<file path="src/rtl/timer_unit.sv">
// ---------------------------------------------------------------------------
// timer_unit
//   Free-running 16-bit divider plus a programmable 8-bit timer (TIMA) with
//   modulo reload (TMA), control register (TAC) and a one-clock interrupt.
//   The TIMA overflow is not reloaded immediately. It waits in an OVF phase
//   for RELOAD_DELAY clocks and is then reloaded in a single RELOAD clock,
//   which is also the only clock in which irq is high.
//
// Ports
//   clk          in   system clock, all state updates on posedge
//   reset        in   synchronous active-high reset
//   addr[1:0]    in   register select: 0=DIV 1=TIMA 2=TMA 3=TAC
//   wr           in   write strobe, one clock per write
//   wdata[7:0]   in   write data
//   rdata[7:0]   out  combinational read data for addr
//   irq          out  timer interrupt, high only in the RELOAD clock
//   dbg_state_o  out  current timer FSM state (0=RUN 1=OVF 2=RELOAD)
//
// Bus handshake: there is no valid/ready pair. A write takes effect on the
// posedge where wr is high; a read is purely combinational from addr.
// ---------------------------------------------------------------------------
module timer_unit #(
  parameter logic [15:0] INITIAL_DIV  = 16'h0000,
  parameter int unsigned RELOAD_DELAY = 4
) (
  input  logic       clk,
  input  logic       reset,
  input  logic [1:0] addr,
  input  logic       wr,
  input  logic [7:0] wdata,
  output logic [7:0] rdata,
  output logic       irq,
  output logic [1:0] dbg_state_o
);

  localparam logic [1:0] ST_RUN    = 2'd0;
  localparam logic [1:0] ST_OVF    = 2'd1;
  localparam logic [1:0] ST_RELOAD = 2'd2;

  localparam logic [3:0] DLY_LAST = 4'(RELOAD_DELAY);

  logic [15:0] div_cnt_q, div_cnt_d;
  logic [7:0]  tima_q, tima_d;
  logic [7:0]  tma_q, tma_d;
  logic [2:0]  tac_q, tac_d;
  logic        sel_q, sel_d;
  logic [1:0]  state_q, state_d;
  logic [3:0]  dly_q, dly_d;

  logic wr_div, wr_tima, wr_tma, wr_tac;
  logic div_bit, sel, tick;

  always_comb begin
    wr_div  = wr && (addr == 2'd0);
    wr_tima = wr && (addr == 2'd1);
    wr_tma  = wr && (addr == 2'd2);
    wr_tac  = wr && (addr == 2'd3);
  end

  // Divider and the timer clock source. tick is a falling edge of the
  // gated selected bit, so clearing DIV, disabling TAC or moving the select
  // to a low bit can all produce an extra tick.
  always_comb begin
    div_cnt_d = wr_div ? 16'h0000 : div_cnt_q + 16'h0001;
    case (tac_q[1:0])
      2'b00:   div_bit = div_cnt_q[9];
      2'b01:   div_bit = div_cnt_q[3];
      2'b10:   div_bit = div_cnt_q[5];
      default: div_bit = div_cnt_q[7];
    endcase
    sel   = div_bit & tac_q[2];
    sel_d = sel;
    tick  = sel_q & ~sel;
    tma_d = wr_tma ? wdata : tma_q;
    tac_d = wr_tac ? wdata[2:0] : tac_q;
  end

  // Timer FSM. tma_d is used as the reload source so that a TMA write in
  // the reload clock passes straight through to TIMA.
  always_comb begin
    tima_d  = tima_q;
    state_d = state_q;
    dly_d   = dly_q;
    case (state_q)
      ST_RUN: begin
        if (wr_tima) begin
          tima_d = wdata;             // write beats a coincident tick
        end else if (tick) begin
          if (tima_q == 8'hFF) begin
            tima_d  = 8'h00;
            state_d = ST_OVF;
            dly_d   = 4'd1;           // the overflow clock is the first delay clock
          end else begin
            tima_d = tima_q + 8'h01;
          end
        end
      end
      ST_OVF: begin
        if (wr_tima) begin
          tima_d  = wdata;            // cancels the pending reload and irq
          state_d = ST_RUN;
          dly_d   = 4'd0;
        end else if (dly_q == DLY_LAST) begin
          tima_d  = tma_d;
          state_d = ST_RELOAD;
          dly_d   = 4'd0;
        end else begin
          dly_d = dly_q + 4'd1;
        end
      end
      ST_RELOAD: begin
        tima_d  = tma_d;              // TIMA writes ignored here
        state_d = ST_RUN;
      end
      default: begin
        state_d = ST_RUN;
        dly_d   = 4'd0;
      end
    endcase
  end

  always_ff @(posedge clk) begin
    if (reset) begin
      div_cnt_q <= INITIAL_DIV;
      tima_q    <= 8'h00;
      tma_q     <= 8'h00;
      tac_q     <= 3'b000;
      sel_q     <= 1'b0;
      state_q   <= ST_RUN;
      dly_q     <= 4'd0;
    end else begin
      div_cnt_q <= div_cnt_d;
      tima_q    <= tima_d;
      tma_q     <= tma_d;
      tac_q     <= tac_d;
      sel_q     <= sel_d;
      state_q   <= state_d;
      dly_q     <= dly_d;
    end
  end

  always_comb begin
    case (addr)
      2'd0:    rdata = div_cnt_q[15:8];
      2'd1:    rdata = tima_q;
      2'd2:    rdata = tma_q;
      default: rdata = {5'b11111, tac_q};
    endcase
  end

  assign irq         = (state_q == ST_RELOAD);
  assign dbg_state_o = state_q;

endmodule

</file>
<file path="config.mk">
export PLATFORM = sky130hd
export DESIGN_NAME = timer_unit
export DESIGN_NICKNAME = d
export VERILOG_FILES = /design/src/rtl/timer_unit.sv
export SDC_FILE = /design/constraint.sdc
export NUM_CORES = 1
export LEC_CHECK = 0
export CORE_MARGIN = 5
export CORE_UTILIZATION = 55
export CTS_CLUSTER_DIAMETER = 200
export DETAILED_ROUTE_END_ITERATION = 8
export PLACE_DENSITY = 0.83
export SLEW_MARGIN = 15
export SYNTH_ARGS = -nofsm -noshare
export SYNTH_HDL_FRONTEND = slang
export SYNTH_SLANG_ARGS = --single-unit
</file>
<file path="constraint.sdc">
create_clock -name clk -period 3.46 [get_ports clk]
set_input_delay 1.038 -clock clk [delete_from_list [all_inputs] [get_ports clk]]
set_output_delay 1.038 -clock clk [all_outputs]
set_load 0.03 [all_outputs]
</file>
==> metrics.cfg, run 1 <==
[clock_tree]
cts_buffers=5
clock_latency_ns=0.30
cts_setup_buffers=0
cts-root-buf=clkbuf_8
clock-sinks=42
holdBufCountCts=0
clk_pin_slew_worst_paths_ns=0.08
cts_tree=done
clk_path_buf_depth=2
htree_levels=2

[min_path]
hold_path_class=register to register
hp-start=div_cnt_q[0]$_SDFF_PP0_
holdPathStages=1
holdPathEnd=div_cnt_q[0]$_SDFF_PP0_

[critical_path]
critPathKind=primary input to output port
cp-start-kind=primary input
r2r_start=tima_q[0]$_SDFFE_PP0P_
path_delay_family=buffers and inverters
slowest_stage=clkdlybuf4s50_1
path_max_fanout=6
endpoint_kind=output port
required_ns=2.42
regToRegSetupSlack_ns=1.32
crit_arrival_ns=2.34
crit_path_start=addr[0]
regToRegEndpoint=dbg_state_o[1]$_SDFFE_PP0P_
path_cells=clkdlybuf4s50_1 -> nand2_1 -> o22a_1 -> buf_2
worst-path-buf-inv=2
max_stage_delay_ns=0.65
reg2reg_depth=6

[timing]
setup_violations=0
period_needed_ns=3.374
period_share_pct=97.53
hold_viol_final=0
max_clock_freq_mhz=296.3
rsz0062_at_grt=false
hold_ws_ns=0.4674
timing.final.ws_setup_ns=0.08552
final.setup_skew_ns=0.005294
tightest_slew_ns=0.5996
slew_headroom_pct=59.66
drv_slew=0
tns_ns=0

[cells_and_area]
final_util_pct=67.39
drive_gt1_share_pct=14.81
multi_input_area_um2=1374
antenna-diode-count=0
synthToLayoutAreaGrowth_pct=18.13
ff_latch_area_um2=840.8
fill_cells=336
final_nets=317

[die]
start_util_pct=57.05
die_area_um2=5572
core_area_um2=4029
die_y_um=74.65
rows=23
die_x_um=74.65
ios=24

[place]
dp_slack_ns=-0.4099
gp_routability_congestion=0.8553
dp_hpwl_um=4083
portBuffers=23

[global_route]
grt_pass1_wl_um=9680
grt-ovfl-total=0
grt_max_degree=23
antenna_found_initial=0
grt_pass1_vias=2057
grt_use_total_pct=22.49

[synth]
synthSimpleGateAreaFrac_pct=21.28
seq_area_frac_synth_pct=36.58
synth_top_family_by_area=simple AND/OR/NAND/NOR gates
synthAdderAreaFrac_pct=4.355
yosys.cell_types.count=54
synth_top_flop_cell=dfxtp_1
synthMuxAreaShare_pct=7.567
async_flop_share_pct=0
avgSynthCellArea_um2=8.706
yosysWarnings=0
synthCells=264
syn_nets=285
synth_xor_area_share_pct=6.097
synth.cell_area_um2=2298
synth_most_common_cell=dfxtp_1
synth-compound-area-share_pct=20.47
synthTopCellsByArea=dfxtp_1 (37%), nor2_1 (5.1%), nand2_1 (4.7%)
synth-edff-count=0
synth.top_cell.area_share_pct=36.58
synth-seq-cells=42
post-synth-top-area-cell=dfxtp_1
ys_top_cells_by_count=dfxtp_1 (42), nor2_1 (31), nand2_1 (29)

[pwr]
ir_worst_vdd_mv=0.2281
total_leakage_power_uw=0.001001
powerDensity_nw_per_um2=350.9

[detailed_routing]
antenna_left=0
drt_pass1_iterations=6
routedWlPerCell_um=16.76
wl_um=5815
drtIter0Drc=219
via_count=2128
vias_per_cell=6.133
drc=0

[flow_run]
max-cap-violations=0

[run_status]
status=completed

[power by group]
part	switching (µW)	internal [µW]	leakage, µW
registers	12.0	493	0.000340
logic	61.8	50.2	0.000613
clock network	175	160	0.0000472
total	249	704	0.00100
[cell families (layout without fill, tap and decap cells)]
group,Yosys count,count (layout)
multiplexers,13,13
buffers and inverters,20,53
flip-flops,42,42
AND/OR/NAND/NOR,104,104
AO/OA/AOI/OAI,61,61
XOR/XNOR,16,16
adder cells (fa/ha/maj),8,8
[cells in the final DEF (no fill, tap or decap), types with 4 or more instances in the layout]
cell             synthesis  final
nor4_1                   5      5
mux2i_1                  5      5
nor2_1                  31     31
buf_2                    1      8
xnor2_1                  7      7
ha_1                     8      8
dfxtp_1                 42     42
buf_4                    0      8
clkbuf_8                 0      6
nand2_1                 29     29
inv_1                   11     11
xor2_1                   9      9
a21oi_1                 19     19
nand3_1                 14     14
o22a_1                   6      6
o21ai_0                  5      5
a222oi_1                 6      6
clkdlybuf4s50_1          0     14
mux2_2                   5      5
nor3_1                   4      4
[state kept, by name (all words and copies together) (netlist names)]
name and cells:
div_cnt_q 16, sel_q 1, dly_q 4, tima_q 8, dbg_state_o 2, tma_q 8, tac_q 3
[through the flow]
stage               std cells  power, µW  instance area (µm²)
CTS                       346      952.0                 2694
floorplan                 264      577.7                 2298
detailed placement        338      628.9                 2633
global placement          338      626.6                 2633
finish                    347      952.8                 2715
global route              347      990.5                 2715
[per-layer routing]
| metal | up-vias | GRT usage (%) | share of wire, % |
|---|---|---|---|
| li1 | 1026 | - | - |
| met2 | 77 | 36.49 | 47 |
| met1 | 1017 | 29.98 | 44 |
| met4 | 0 | 7.905 | 1.4 |
| met3 | 8 | 4.406 | 6.9 |
| met5 | - | 0 | 0 |
[layout make-up]
class / instances / share of cell area [%]
clock buffer: 6 / 3.041
multi-input combinational: 202 / 50.60
timing repair buffer: 33 / 10.97
inverter: 12 / 1.659
tap: 50 / 2.304
sequential: 42 / 30.97
clock inverter: 2 / 0.4608
[worst max path at each step]
stage	slack [ns]	cells past startpoint	to
floorplan	0.35	3	rdata[3]
detailed placement	-0.41	4	rdata[1]
CTS	-0.1	5	rdata[6]
global route	0.03	4	rdata[6]
global placement	-0.40	4	rdata[1]
finish	0.09	4	rdata[6]
[repair_timing]
item                                    in CTS  in global routing
gates cloned                                 0                  1
endpoints found under the setup margin       8                  6
gates resized for setup                     38                  3
hold endpoints to repair                     0                  0
No activity file was read; power rests on OpenSTA's default activity.
==> run 2: changes to the inputs <==
==> constraint.sdc (replaced) <==
create_clock -name clk -period 4 [get_ports clk]
set_input_delay 1.2 -clock clk [delete_from_list [all_inputs] [get_ports clk]]
set_output_delay 1.2 -clock clk [all_outputs]
set_load 0.03 [all_outputs]
==> metrics.cfg, run 2 (synthesized netlist as in run 1, its figures left out) <==
[run_status]
status=completed  ; unchanged

[timing]
period_needed_ns=3.945
max_clock_freq_mhz=253.5
rsz0062_at_grt=false  ; unchanged
hold_viol_final=0  ; unchanged
timing.final.ws_setup_ns=0.05461  ; was 0.08552 ns
slew_headroom_pct=27.33  ; was 59.66%
period_share_pct=98.63
final.setup_skew_ns=0.005609  ; was 0.005294 ns
drv_slew=0  ; unchanged
tightest_slew_ns=1.083  ; was 0.5996 ns
setup_violations=0  ; unchanged

[clock_tree]
cts_setup_buffers=0  ; unchanged
cts-root-buf=clkbuf_8  ; unchanged
clk_pin_slew_worst_paths_ns=0.09  ; was 0.08 ns
clock_latency_ns=0.31  ; was 0.30 ns
cts_tree=done  ; unchanged
clk_path_buf_depth=2  ; unchanged
htree_levels=2  ; unchanged
clock-sinks=42  ; unchanged
cts_buffers=5  ; unchanged

[detailed_routing]
drt_pass1_iterations=7  ; was 6
via_count=2079  ; was 2128
routedWlPerCell_um=16.53  ; was 16.76 µm
drtIter0Drc=189  ; was 219
vias_per_cell=6.079  ; was 6.133
drc=0  ; unchanged
antenna_left=0  ; unchanged
wl_um=5652  ; was 5815 µm

[die]
die_x_um=74.65  ; unchanged
rows=23  ; unchanged
die_y_um=74.65  ; unchanged
start_util_pct=57.05  ; unchanged
die_area_um2=5572  ; unchanged
ios=24  ; unchanged
core_area_um2=4029  ; unchanged

[critical_path]
endpoint_kind=output port  ; unchanged
critPathKind=primary input to output port  ; unchanged
max_stage_delay_ns=0.51  ; was 0.65 ns
cp-start-kind=primary input  ; unchanged
crit_arrival_ns=2.75  ; was 2.34 ns
worst-path-buf-inv=3  ; was 2
path_max_fanout=14  ; was 6
slowest_stage=clkdlybuf4s50_1  ; unchanged
path_cells=clkdlybuf4s50_1 -> buf_12 -> mux4_2 -> dlygate4sd2_1  ; was clkdlybuf4s50_1 -> nand2_1 -> o22a_1 -> buf_2
path_delay_family=buffers and inverters  ; unchanged
required_ns=2.80  ; was 2.42 ns

[global_route]
grt_pass1_wl_um=9528  ; was 9680 µm
grt_use_total_pct=22.58  ; was 22.49%
grt_max_degree=22  ; was 23
grt_pass1_vias=2054  ; was 2057
antenna_found_initial=0  ; unchanged
grt-ovfl-total=0  ; unchanged

[cells_and_area]
synthToLayoutAreaGrowth_pct=16.82  ; was 18.13%
final_common_cell=dfxtp_1  ; unchanged
final_nets=312  ; was 317
fill_cells=335  ; was 336
drive_gt1_share_pct=10.62  ; was 14.81%
final_util_pct=66.65  ; was 67.39%
largestRegisters=div_cnt_q x16, tima_q x8, tma_q x8  ; unchanged
finalInstanceArea_um2=2685  ; was 2715 µm²
largest_register_ffs=16  ; unchanged
final_cell_mix=dfxtp_1 (42), nor2_1 (31), nand2_1 (29)  ; unchanged
top_register=div_cnt_q  ; unchanged
antenna-diode-count=0  ; unchanged

[pwr]
p_int_uw=592.1  ; was 703.9 µW
ir_worst_vdd_mv=0.1984  ; was 0.2281 mV
pwr-share-clk_pct=35.3  ; was 35.2%
seqPwrFrac_pct=53.4  ; was 53.0%
total_leakage_power_uw=0.0009688  ; was 0.001001 µW
combPwrFrac_pct=11.3  ; was 11.7%
p_sw_uw=225.4  ; was 248.9 µW
power_switching_share_pct=27.57  ; was 26.12%
powerDensity_nw_per_um2=304.5  ; was 350.9 nW/µm²

[flow_run]
max-cap-violations=0  ; unchanged

[place]
portBuffers=23  ; unchanged
dp_slack_ns=-0.1902  ; was -0.4099 ns
gp_routability_congestion=0.8377  ; was 0.8553
dp_hpwl_um=4086  ; was 4083 µm
placed_area_um2=2603  ; was 2633 µm²

[min_path]
hold_path_class=register to register  ; unchanged

## run 2: power by group through the flow
stage / clock network (µW) / logic (µW) / registers, µW
after floorplan: 0 / 56.2 / 443
after global placement: 0 / 93.3 / 446
after detailed placement: 0 / 95.0 / 446
after CTS: 293 / 91.8 / 436
after global routing: 308 / 101 / 438
final: 289 / 92.0 / 437
## run 2: per-stage QoR
| step | cells | hold slack, ns | total power, µW | TNS, ns |
|---|---|---|---|---|
| 3_3_place_gp | 334 | 0.4420 | 539.3 | -1.255 |
| 2_1_floorplan | 264 | 0.4297 | 499.7 | 0 |
| 6_report | 342 | 0.4716 | 817.5 | 0 |
| 3_5_place_dp | 334 | 0.4524 | 541.3 | -1.369 |
| 5_1_grt | 342 | 0.5195 | 847.3 | 0 |
| 4_1_cts | 342 | 0.4732 | 821.6 | 0 |
## run 2: path summary, 6_finish.rpt
kind              slack [ns]                     from                          end  cells past startpoint
setup / recovery        0.05                  addr[1]                     rdata[1]                      4
hold / removal          0.47  div_cnt_q[0]$_SDFF_PP0_      div_cnt_q[0]$_SDFF_PP0_                      1
setup reg to reg        1.90   tima_q[0]$_SDFFE_PP0P_  dbg_state_o[1]$_SDFFE_PP0P_                      6
hold reg to reg         0.47  div_cnt_q[0]$_SDFF_PP0_      div_cnt_q[0]$_SDFF_PP0_                      1
## run 2: what timing repair did
| action | 4_1_cts | 5_1_grt |
|---|---|---|
| hold endpoints to repair | 0 | 0 |
| hold buffers | 0 | 0 |
| endpoints found under the setup margin | 8 | 0 |
| resized for setup | 8 | 0 |
## run 2: area by class of cell
class | instances | area (µm²) | area share, %
timing repair buffer | 28 | 270.3 | 10.07
inverter | 12 | 45.04 | 1.678
tap | 50 | 62.56 | 2.330
clock buffer | 5 | 68.82 | 2.563
sequential | 42 | 840.8 | 31.31
multi-input combinational | 202 | 1374 | 51.16
clock inverter | 3 | 23.77 | 0.8854
## run 2: layer usage
layer / track usage (%) / part of all wire (%) / vias up
li1: - / - / 1026
met1: 29.15 / 44 / 965
met2: 36.00 / 46 / 78
met3: 5.340 / 7.3 / 10
met4: 10.08 / 2.0 / 0
met5: 0 / 0 / -
==> run 3: changes to the inputs <==
--- a/config.mk
+++ b/config.mk
@@ -5,12 +5,14 @@
 export SDC_FILE = /design/constraint.sdc
 export NUM_CORES = 1
 export LEC_CHECK = 0
+export ABC_AREA = 1
 export CORE_MARGIN = 5
 export CORE_UTILIZATION = 55
 export CTS_CLUSTER_DIAMETER = 200
 export DETAILED_ROUTE_END_ITERATION = 8
-export PLACE_DENSITY = 0.83
+export PLACE_DENSITY = 0.82
 export SLEW_MARGIN = 15
 export SYNTH_ARGS = -nofsm -noshare
 export SYNTH_HDL_FRONTEND = slang
 export SYNTH_SLANG_ARGS = --single-unit
+export TNS_END_PERCENT = 1
==> metrics.cfg, run 3 <==
[synth]
synth.top_cell.area_share_pct=33.47  ; was 36.58%
seq_area_frac_synth_pct=33.47  ; was 36.58%
synth-seq-cells=42  ; unchanged
post-synth-top-area-cell=dfxtp_1  ; unchanged
synth_most_common_cell=nand2_1  ; was dfxtp_1
synth_top_flop_cell=dfxtp_1  ; unchanged
synth-edff-count=0  ; unchanged
synth.cell_area_um2=2512  ; was 2298 µm²
async_flop_share_pct=0  ; unchanged
yosys.cell_types.count=32  ; was 54
avgSynthCellArea_um2=6.560  ; was 8.706 µm²
synthCells=383  ; was 264
synthTopCellsByArea=dfxtp_1 (33%), nand2_1 (14%), inv_1 (9.3%)  ; was dfxtp_1 (37%), nor2_1 (5.1%), nand2_1 (4.7%)
syn_nets=404  ; was 285
ys_top_cells_by_count=nand2_1 (96), inv_1 (62), nor2_1 (44)  ; was dfxtp_1 (42), nor2_1 (31), nand2_1 (29)
yosysWarnings=0  ; unchanged

[pwr]
p_sw_uw=215.8  ; was 225.4 µW
combPwrFrac_pct=12.2  ; was 11.3%
total_leakage_power_uw=0.001238  ; was 0.0009688 µW
ir_worst_vdd_mv=0.1924  ; was 0.1984 mV
power_switching_share_pct=24.37  ; was 27.57%
powerDensity_nw_per_um2=309.1  ; was 304.5 nW/µm²
seqPwrFrac_pct=49.4  ; was 53.4%
pwr-share-clk_pct=38.3  ; was 35.3%
p_int_uw=669.8  ; was 592.1 µW

[min_path]
hold_path_class=register to register  ; unchanged

[cells_and_area]
synthToLayoutAreaGrowth_pct=14.04  ; was 16.82%
multi_input_area_um2=1359  ; was 1374 µm²
fill_cells=390  ; was 335
largest_register_ffs=16  ; unchanged
final_common_cell=nand2_1  ; was dfxtp_1
largestRegisters=div_cnt_q x16, tima_q x8, tma_q x8  ; unchanged
ff_latch_area_um2=840.8  ; unchanged
top_register=div_cnt_q  ; unchanged
final_util_pct=65.35  ; was 66.65%
antenna-diode-count=0  ; unchanged
final_nets=430  ; was 312
final_cell_mix=nand2_1 (96), inv_1 (62), nor2_1 (43)  ; was dfxtp_1 (42), nor2_1 (31), nand2_1 (29)
drive_gt1_share_pct=8.802  ; was 10.62%

[detailed_routing]
routedWlPerCell_um=12.50  ; was 16.53 µm
antenna_left=0  ; unchanged
drc=0  ; unchanged
via_count=2430  ; was 2079
drt_pass1_iterations=4  ; was 7
vias_per_cell=5.271  ; was 6.079
drtIter0Drc=111  ; was 189
wl_um=5762  ; was 5652 µm

[timing]
setup_violations=0  ; unchanged
drv_slew=0  ; unchanged
max_clock_freq_mhz=279.5  ; was 253.5 MHz
timing.final.ws_setup_ns=0.4216  ; was 0.05461 ns
final.setup_skew_ns=0.002449  ; was 0.005609 ns
rsz0062_at_grt=false  ; unchanged
tns_ns=0  ; unchanged
period_needed_ns=3.578  ; was 3.945 ns
period_share_pct=89.46  ; was 98.63%
tightest_slew_ns=0.7054  ; was 1.083 ns
hold_viol_final=0  ; unchanged
slew_headroom_pct=52.97  ; was 27.33%

[global_route]
antenna_found_initial=0  ; unchanged
grt_pass1_vias=2227  ; was 2054
grt_pass1_wl_um=9777  ; was 9528 µm
grt-ovfl-total=0  ; unchanged
grt_max_degree=17  ; was 22
grt_use_total_pct=19.54  ; was 22.58%

[critical_path]
max_stage_delay_ns=0.28  ; was 0.51 ns
crit_top_cell=buf_4
endpoint_kind=output port  ; unchanged
path_delay_family=buffers and inverters  ; unchanged
path_max_fanout=8  ; was 14
critPathKind=primary input to output port  ; unchanged
crit_arrival_ns=2.38  ; was 2.75 ns
worst-path-buf-inv=3  ; unchanged
cp-start-kind=primary input  ; unchanged
required_ns=2.80  ; about the same
slowest_stage=dlymetal6s2s_1  ; was clkdlybuf4s50_1
path_cells=dlymetal6s2s_1 -> buf_4 -> nor2_4 -> a221oi_1 -> o21ai_0 -> buf_4  ; was clkdlybuf4s50_1 -> buf_12 -> mux4_2 -> dlygate4sd2_1

[clock_tree]
cts_tree=done  ; unchanged
clock_latency_ns=0.29  ; was 0.31 ns
clock-sinks=42  ; unchanged
htree_levels=2  ; unchanged
cts_setup_buffers=0  ; unchanged
clk_path_buf_depth=2  ; unchanged
cts-root-buf=clkbuf_8  ; unchanged
clk_pin_slew_worst_paths_ns=0.08  ; was 0.09 ns
cts_buffers=5  ; unchanged

[die]
die_y_um=77.59  ; was 74.65 µm
core_area_um2=4384  ; was 4029 µm²
rows=24  ; was 23
die_area_um2=6019  ; was 5572 µm²
ios=24  ; unchanged
die_x_um=77.59  ; was 74.65 µm
start_util_pct=57.31  ; was 57.05%

[place]
gp_routability_congestion=0.8541  ; was 0.8377
portBuffers=23  ; unchanged
dp_hpwl_um=4386  ; was 4086 µm
dp_slack_ns=0.05778  ; was -0.1902 ns

[run_status]
status=completed  ; unchanged

[flow_run]
max-cap-violations=0  ; unchanged

[run 3: cell types whose count changed after synthesis, moves of 10 or more]
cell     previous run  this run
nand2_1            29        96
inv_1              11        62
nand3_1            14        31
nor2_1             31        44
o21ai_0             5        15
[run 3: cell type report]
class / count / share of cell area [%]
inverters: 66 / 8.734
well taps: 52 / 2.271
clock buffers: 6 / 2.882
clock inverters: 1 / 1.048
flip-flops and latches: 42 / 29.34
multi-input cells: 268 / 47.42
repair buffers: 26 / 8.297
[run 3: path summary, 6_finish.rpt]
| kind | from | endpoint | slack (ns) | cells past startpoint |
|---|---|---|---|---|
| worst min-delay path | div_cnt_q[0]$_SDFF_PP0_ | div_cnt_q[0]$_SDFF_PP0_ | 0.45 | 1 |
| worst max register to register | dbg_state_o[0]$_SDFFE_PP0P_ | tima_q[7]$_SDFFE_PP0P_ | 2.13 | 9 |
| worst min register to register | div_cnt_q[0]$_SDFF_PP0_ | div_cnt_q[0]$_SDFF_PP0_ | 0.45 | 1 |
| worst max-delay path | addr[0] | rdata[2] | 0.42 | 6 |
[run 3: power groups by stage]
stage / registers, µW / logic [µW] / clock network (µW)
final: 438 / 108 / 340
after global routing: 440 / 120 / 364
after CTS: 438 / 109 / 346
after detailed placement: 448 / 108 / 0
after global placement: 447 / 106 / 0
after floorplan: 445 / 74.4 / 0
[run 3: worst register-to-register path: stages, from the launching register on]
cell and delay, ns:
dfxtp_1 0.39, inv_1 0.10, ha_1 0.34, inv_1 0.08
nand2_1 0.06, a21oi_1 0.45, nand3_1 0.15, nand3_1 0.11
nor2_1 0.04, nor2_1 0.09
[run 3: metrics by stage]
step                      instance area [µm²]  std cells  hold slack (ns)  total power, µW
after floorplan                          2512        383           0.4175            519.4
after global placement                   2745        454           0.4302            553.2
after detailed placement                 2745        454           0.4382            555.4
after CTS                                2858        461           0.4516            892.3
after global routing                     2865        461           0.4892            924.1
final                                    2865        461           0.4512            885.6
[run 3: logic make-up (layout without fill, tap and decap cells)]
| kind of cell | count (synthesis) | in the layout | synth area share (%) |
|---|---|---|---|
| simple gates | 199 | 199 | 35.21 |
| xor+xnor | 7 | 7 | 2.440 |
| fa+ha+maj | 8 | 8 | 3.984 |
| compound gates | 54 | 54 | 12.35 |
| flops | 42 | 42 | 33.47 |
| buf+inv | 73 | 99 | 12.55 |
[run 3: timing repair]
action / in CTS / in global routing
hold buffers: 0 / 0
setup endpoints to repair: 0 / 6
gates resized for setup: 0 / 3
[run 3: per-layer routing]
layer | wire length [µm] | up-vias | track usage [%]
li1 | - | 1267 | -
met1 | 2490 | 1098 | 23.84
met2 | 2848 | 50 | 33.47
met3 | 288 | 15 | 4.282
met4 | 134 | 0 | 7.216
met5 | 0 | - | 0
